$ cat src/rtl/tape_ser_pkg.sv
// Shared types for the tape-path serializer.
// Enum carries PAR even when PARITY_EN is off.
package tape_ser_pkg;

   typedef enum logic [1:0] {
      IDLE  = 2'd0,
      SHIFT = 2'd1,
      PAR   = 2'd2
   } state_t;

   localparam logic LSB_FIRST = 1'b0;
   localparam logic MSB_FIRST = 1'b1;

endpackage

$ cat src/rtl/piso_shift_reg.sv
// Parallel-load shift register with selectable output end.
// Direction is latched together with the word.
module piso_shift_reg
   import tape_ser_pkg::*;
#(
   parameter int w = 8
) (
   input  logic         clock,
   input  logic         reset_L,
   input  logic         load,
   input  logic         shift,
   input  logic         msb_first,
   input  logic [w-1:0] D,
   output logic [w-1:0] Q,
   output logic         serial
);

   logic dir;

   always_ff @(posedge clock or negedge reset_L) begin
      if (!reset_L) begin
         Q   <= '0;
         dir <= LSB_FIRST;
      end else if (load) begin
         Q   <= D;
         dir <= msb_first;
      end else if (shift) begin
         if (dir == MSB_FIRST)
            Q <= {Q[w-2:0], 1'b0};
         else
            Q <= {1'b0, Q[w-1:1]};
      end
   end

   assign serial = (dir == MSB_FIRST) ? Q[w-1] : Q[0];

endmodule

$ cat src/rtl/tape_serializer.sv
// Tape word PISO transmitter with valid/ready on both sides.
// Optional trailing even-parity bit: define PARITY_EN.
module tape_serializer
   import tape_ser_pkg::*;
#(
   parameter int w = 8
) (
   input  logic         clock,
   input  logic         reset_L,
   input  logic         load_valid,
   output logic         load_ready,
   input  logic [w-1:0] data_in,
   input  logic         msb_first,
   output logic         serial_out,
   output logic         serial_valid,
   input  logic         serial_ready,
   output logic         busy,
   output logic         done
);

   localparam int CW = $clog2(w + 1);
   localparam logic [CW-1:0] CNT_FULL = CW'(w);
   localparam logic [CW-1:0] CNT_ONE  = CW'(1);

   state_t         state;
   logic [CW-1:0]  cnt;
   logic           sv;
   logic           dn;
   logic [w-1:0]   unused_q;
   logic           sbit;
   logic           ld;
   logic           xfer;

   assign ld   = load_valid && (state == IDLE);
   assign xfer = sv && serial_ready;

   piso_shift_reg #(.w(w)) u_piso (
      .clock     (clock),
      .reset_L   (reset_L),
      .load      (ld),
      .shift     (xfer && (state == SHIFT)),
      .msb_first (msb_first),
      .D         (data_in),
      .Q         (unused_q),
      .serial    (sbit)
   );

`ifdef PARITY_EN
   logic par;

   always_ff @(posedge clock or negedge reset_L) begin
      if (!reset_L)
         par <= 1'b0;
      else if (ld)
         par <= ^data_in;
   end

   assign serial_out = sv & ((state == PAR) ? par : sbit);
`else
   assign serial_out = sv & sbit;
`endif

   always_ff @(posedge clock or negedge reset_L) begin
      if (!reset_L) begin
         state <= IDLE;
         cnt   <= '0;
         sv    <= 1'b0;
         dn    <= 1'b0;
      end else begin
         dn <= 1'b0;
         unique case (state)
            IDLE: begin
               if (ld) begin
                  cnt   <= CNT_FULL;
                  sv    <= 1'b1;
                  state <= SHIFT;
               end
            end
            SHIFT: begin
               if (xfer) begin
                  if (cnt == CNT_ONE) begin
`ifdef PARITY_EN
                     // hold count at 1 so it reads 0 only in IDLE
                     state <= PAR;
`else
                     cnt   <= '0;
                     sv    <= 1'b0;
                     dn    <= 1'b1;
                     state <= IDLE;
`endif
                  end else begin
                     cnt <= cnt - CNT_ONE;
                  end
               end
            end
`ifdef PARITY_EN
            PAR: begin
               if (xfer) begin
                  cnt   <= '0;
                  sv    <= 1'b0;
                  dn    <= 1'b1;
                  state <= IDLE;
               end
            end
`endif
            default: begin
               cnt   <= '0;
               sv    <= 1'b0;
               state <= IDLE;
            end
         endcase
      end
   end

   assign serial_valid = sv;
   assign done         = dn;
   assign busy         = (state != IDLE);
   assign load_ready   = (state == IDLE);

endmodule

$ cat config.mk
export PLATFORM = sky130hd
export DESIGN_NAME = tape_serializer
export DESIGN_NICKNAME = d
export VERILOG_FILES = /design/src/rtl/tape_ser_pkg.sv /design/src/rtl/piso_shift_reg.sv /design/src/rtl/tape_serializer.sv
export SDC_FILE = /design/constraint.sdc
export NUM_CORES = 1
export LEC_CHECK = 0
export ABC_AREA = 1
export BUFFER_PORTS_ARGS = -buffer_cell sky130_fd_sc_hd__buf_4
export CAP_MARGIN = 20
export CORE_UTILIZATION = 50
export DETAILED_ROUTE_END_ITERATION = 10
export HOLD_SLACK_MARGIN = 0.08
export PLACE_DENSITY = 0.76
export SLEW_MARGIN = 15
export SYNTH_ARGS = -nofsm -noshare
export SYNTH_HDL_FRONTEND = slang
export SYNTH_HIERARCHICAL = 1
export SYNTH_SLANG_ARGS = --single-unit
$ cat constraint.sdc
create_clock -name clock -period 1.6 [get_ports clock]
set_clock_uncertainty 0.2 [all_clocks]
set_input_delay 0.08 -clock clock [delete_from_list [all_inputs] [get_ports clock]]
set_output_delay 0.08 -clock clock [all_outputs]
set_load 0.01 [all_outputs]
# Word level (Yosys, flattened, before mapping)
# Index checks and enable logic that the tools add are counted.
[classes]
mux = 19
add_sub_neg = 1
reduce_logical = 8
n_eq_ne = 5
bitwise = 1
[op_table]
columns = ["op", "n"]
rows = [
  ["two-way mux 8 bit", 3],
  ["two-way mux 4 bit", 3],
  ["one-hot mux 4 bit (2 select lines)", 1],
  ["two-way mux 1 bit", 7],
  ["two-way mux 2 bit", 3],
  ["== test 4 x 1 -> 1 bit (second input constant)", 1],
  ["inequality test 2 x 1 -> 1 bit (second input constant)", 2],
  ["one-hot mux 2 bit (2 select lines)", 1],
  ["nonzero test 2 bit", 2],
  ["subtractor 4 x 1 -> 4 bit (second input constant)", 1],
  ["logical AND 1 bit", 3],
  ["AND reduction 3 bit", 1],
  ["== test 2 x 1 -> 1 bit (second input constant)", 1],
  ["logical NOT 2 bit", 1],
  ["inequality test 2 bit (second input constant)", 1],
  ["one-hot mux 1 bit (2 select lines)", 1],
  ["AND reduction 2 bit", 1],
  ["AND 1 bit", 1],
]
[word_totals]
wordCells = 40
register_bits = 17
output_inout_bits = 5
in_bits = 13

# Longest topological paths before layout
[depth]
ltp_word = 4
depth_mapped = 9

# By module
# Netlist, hierarchy kept.
[modules_own_cells]
columns = ["mod", "seq_area_each_um2", "instances", "cells_per_inst", "area_per_inst_um2"]
rows = [
  ["piso_shift_reg", 225.2, 1, 75, 531.8],
  ["tape_serializer", 150.1, 1, 45, 351.6],
]

# Least setup slack after synthesis
# Ideal clock, no wire load.
[synth_path]
kind = "reg2reg"
from = "register sv (netlist: serial_valid)"
to = "register u_piso.Q[6]"
stages_incl_launch_ff = 10
slack_ns = 0.058
arrival_ns = 1.226
setup_time_ns = 0.117
path_buffers = 1
cell_sequence = "dfrtp_1 inv_1 nand2_2 inv_1 buf_6 inv_2 nand3_1 nand2_1 nor2_1 nor2_1"
[synth_via]
elab_chain_cells = 3
[synth_lines]
columns = ["element", "line_no", "rtl"]
rows = [
  ["from (decl)", "tape_serializer.sv:27", "logic sv;"],
  ["from (signal assigned)", "tape_serializer.sv:67", "sv <= 1'b0;"],
  ["from (signal assigned)", "tape_serializer.sv:75", "sv <= 1'b1;"],
  ["from (signal assigned)", "tape_serializer.sv:87", "sv <= 1'b0;"],
  ["logical AND 1 bit", "tape_serializer.sv:35", "assign xfer = sv && serial_ready;"],
  ["logical AND 1 bit", "tape_serializer.sv:41", ".shift (xfer && (state == SHIFT)),"],
  ["nonzero test 2 bit (no line)", "n/a", ""],
  ["to (signal assigned)", "piso_shift_reg.sv:29", "Q <= {Q[w-2:0], 1'b0};"],
  ["to (signal assigned)", "piso_shift_reg.sv:31", "Q <= {1'b0, Q[w-1:1]};"],
  ["to (decl)", "piso_shift_reg.sv:14", "output logic [w-1:0] Q,"],
]
# No other way between the ends.
# A chain may end at the register's enable or synchronous reset.

# Worst setup path in the final report
[layout_path]
from = "register u_piso.dir"
to = "output serial_out"
[layout_via]
elab_chain_cells = 2
[layout_lines]
columns = ["element", "line_no", "rtl"]
rows = [
  ["from (decl)", "piso_shift_reg.sv:18", "logic dir;"],
  ["from (signal assigned)", "piso_shift_reg.sv:26", "dir <= msb_first;"],
  ["two-way mux 1 bit", "piso_shift_reg.sv:35", "assign serial = (dir == MSB_FIRST) ? Q[w-1] : Q[0];"],
  ["named net sbit", "tape_serializer.sv:30", "logic sbit;"],
  ["AND 1 bit", "tape_serializer.sv:60", "assign serial_out = sv & sbit;"],
  ["to (decl)", "tape_serializer.sv:14", "output logic serial_out,"],
]
# The timed path passes the listed nets, and every way through them passes these cells.

==> flow_metrics.tcl <==
set metrics [dict create \
    cts_buffer_depth 2 \
    ff2ff_path_depth 9 \
    die_w_um 44.03 \
    globalplace.congestion 0.8435 \
    path_max_fanout 2 \
    synth_adder_area_share_pct 2.833 \
    placed_area_um2 1023 \
    maxSlewViolCount 0 \
    place.port_buffers 17 \
    max-slew-margin-rel_pct 81.87 \
    track_usage_pct 23.26 \
    rows 14 \
    clk_latency_ns 0.29 \
    power_leakage_nw 0.6436 \
    viasPerCell 5.029 \
    synth_cells 120 \
    area_delta_synth_final_pct 35.41 \
    start_util_pct 56.03 \
    final_cell_mix "nand2_1, nor2_1, buf_4, dfrtp_1, dlygate4sd3_1" \
    wire_per_inst_um 11.99 \
    worst_setup_path_start_kind "flip-flop" \
    synth_fp_nets 135 \
    tns_ns 0 \
    drcViolationCount 0 \
    htree_levels 1 \
    min_to "u_piso/Q[0]" \
    cts_tree "built" \
    avgSynthCellArea_um2 7.361 \
    yosysWarnings 6 \
    endpoint_kind "primary output" \
    overflow 0 \
    status "completed" \
    hp-class "reg2reg" \
    ir_drop_mv 1.067 \
    min_from "u_piso/Q[0]" \
    nNetsFinal 171 \
    detail_route.iter0.violations 37 \
    synthMuxAreaShare_pct 1.275 \
    yosys.area_share.simple_pct 39.94 \
    antenna_found_initial 0 \
    worstReg2RegStart "serial_valid" \
    synth-xor-area-share_pct 0 \
    die_h_um 44.03 \
    ys_seq_elements 15 \
    dp_hpwl_mm 1.330 \
    setup_viol 0 \
    power.density_nw_per_um2 1673 \
    min_period_ns 1.518 \
    hold-path-cell-count 2 \
    routed_wirelength_mm 2.051 \
    hold_violations 0 \
    first_pass_iters 6 \
    drv_cap 0 \
    synthesis.area_um2 883.3 \
    ys_types 21 \
    yosysSeqAreaShare_pct 42.49 \
    critPathKind "reg2out" \
    dieArea_um2 1939 \
    antenna_cells 0 \
    fin_util_pct 75.87 \
    finalCritPeriodShare_pct 94.88 \
    drive_gt1_share_pct 24.52 \
    r2r_setup_slack_ns 0.12 \
    grt_pass1_wl_mm 3.284 \
    ant_nets 0 \
    core_um2 1577 \
    grt_max_degree 16 \
    arrival_ns 1.24 \
    layout_commonest_cell "nand2_1" \
    clock-sinks 15 \
    whs_ns 0.3297 \
    numCtsBuffers 3 \
    design_area_um2 1196 \
    synth_top_family_by_area "simple AND/OR/NAND/NOR gates" \
    synth_compound_area_share_pct 3.399 \
    fmax_ghz 0.6587 \
    vias 860 \
    critPathRequiredTime_ns 1.32 \
    ioPinCount 18 \
    tightest_slew_ns 0.2710 \
    cts_root_buffer "clkbuf_4" \
    grt_pass1_vias 773 \
    clk_pin_slew_ns 0.10 \
    r2r_end "u_piso/Q[2]" \
]
[metrics by stage]
step	cells	power (W)	setup slack, ns
after global placement	153	0.001670	0.1404
after detailed placement	153	0.001698	0.1158
after global routing	171	0.002177	-0.004938
after CTS	170	0.001959	0.04669
final	171	0.002001	0.08188
after floorplan	120	0.001434	0.05757
[synth_stat cells, drive strengths merged]
library cell   n  area [µm²]
nand2         39       153.9
a21oi          1       5.000
nand4          2       12.51
buf            4       37.53
o21ai          3       18.76
nor2          26       116.4
nand3         13       70.07
mux2           1       11.26
inv           13       51.31
ha             2       25.02
dfrtp         15       375.4
o22ai          1       6.260
[worst max-delay path by stage]
stage	from	to	cells after the start
floorplan	serial_valid	u_piso/Q[6]	9
global placement	serial_valid	u_piso/Q[5]	9
detailed placement	serial_valid	u_piso/Q[5]	9
CTS	u_piso/dir	serial_out	4
global route	u_piso/dir	serial_out	4
finish	u_piso/dir	serial_out	4
[kinds of logic after synthesis]
kind of cell,Yosys count
and+or+nand+nor,80
AOI/OAI and AO/OA,5
muxes,1
DFF,15
buffers and inverters,17
adders and majority gates,2
[state kept, by name, indices dropped and copies added (netlist names)]
signal        count
u_piso/dir        1
done              1
u_piso/Q          8
cnt               4
serial_valid      1
[per-layer routing]
| metal | wire, µm | track usage (%) | up-vias |
|---|---|---|---|
| met1 | 927 | 32.37 | 375 |
| met2 | 977 | 37.06 | 38 |
| met3 | 127 | 4.082 | 2 |
| met4 | 19 | 7.273 | 0 |
| li1 | - | - | 445 |
| met5 | 0 | 0 | - |
[critical path, stage by stage (launching register included)]
cell and delay [ns]:
dfrtp_1 0.38, mux2_2 0.33, nand2_1 0.06, inv_1 0.04, buf_4 0.13
[final cells by class]
| cell class | instances | area, µm² |
|---|---|---|
| multi-input cells | 88 | 424.2 |
| repair buffers | 35 | 295.3 |
| clock inverters | 1 | 5.005 |
| clock buffers | 3 | 22.52 |
| inverters | 13 | 53.80 |
| flip-flops and latches | 15 | 375.4 |
| well taps | 16 | 20.02 |
| fillers | 124 | 380.4 |
[power by group]
part,total (W),switching (W),internal (W)
logic,0.00108,0.000603,0.000474
clock network,0.000228,0.000135,0.0000930
registers,0.000695,0.000139,0.000556
total,0.00200,0.000878,0.00112
[repair_timing]
action,4_1_cts,5_1_grt
gates resized for setup,0,3
hold buffers,13,0
hold endpoints to repair,30,0
buffers inserted,0,1
endpoints found under the setup margin,0,7
No activity file was read; power rests on OpenSTA's default activity.
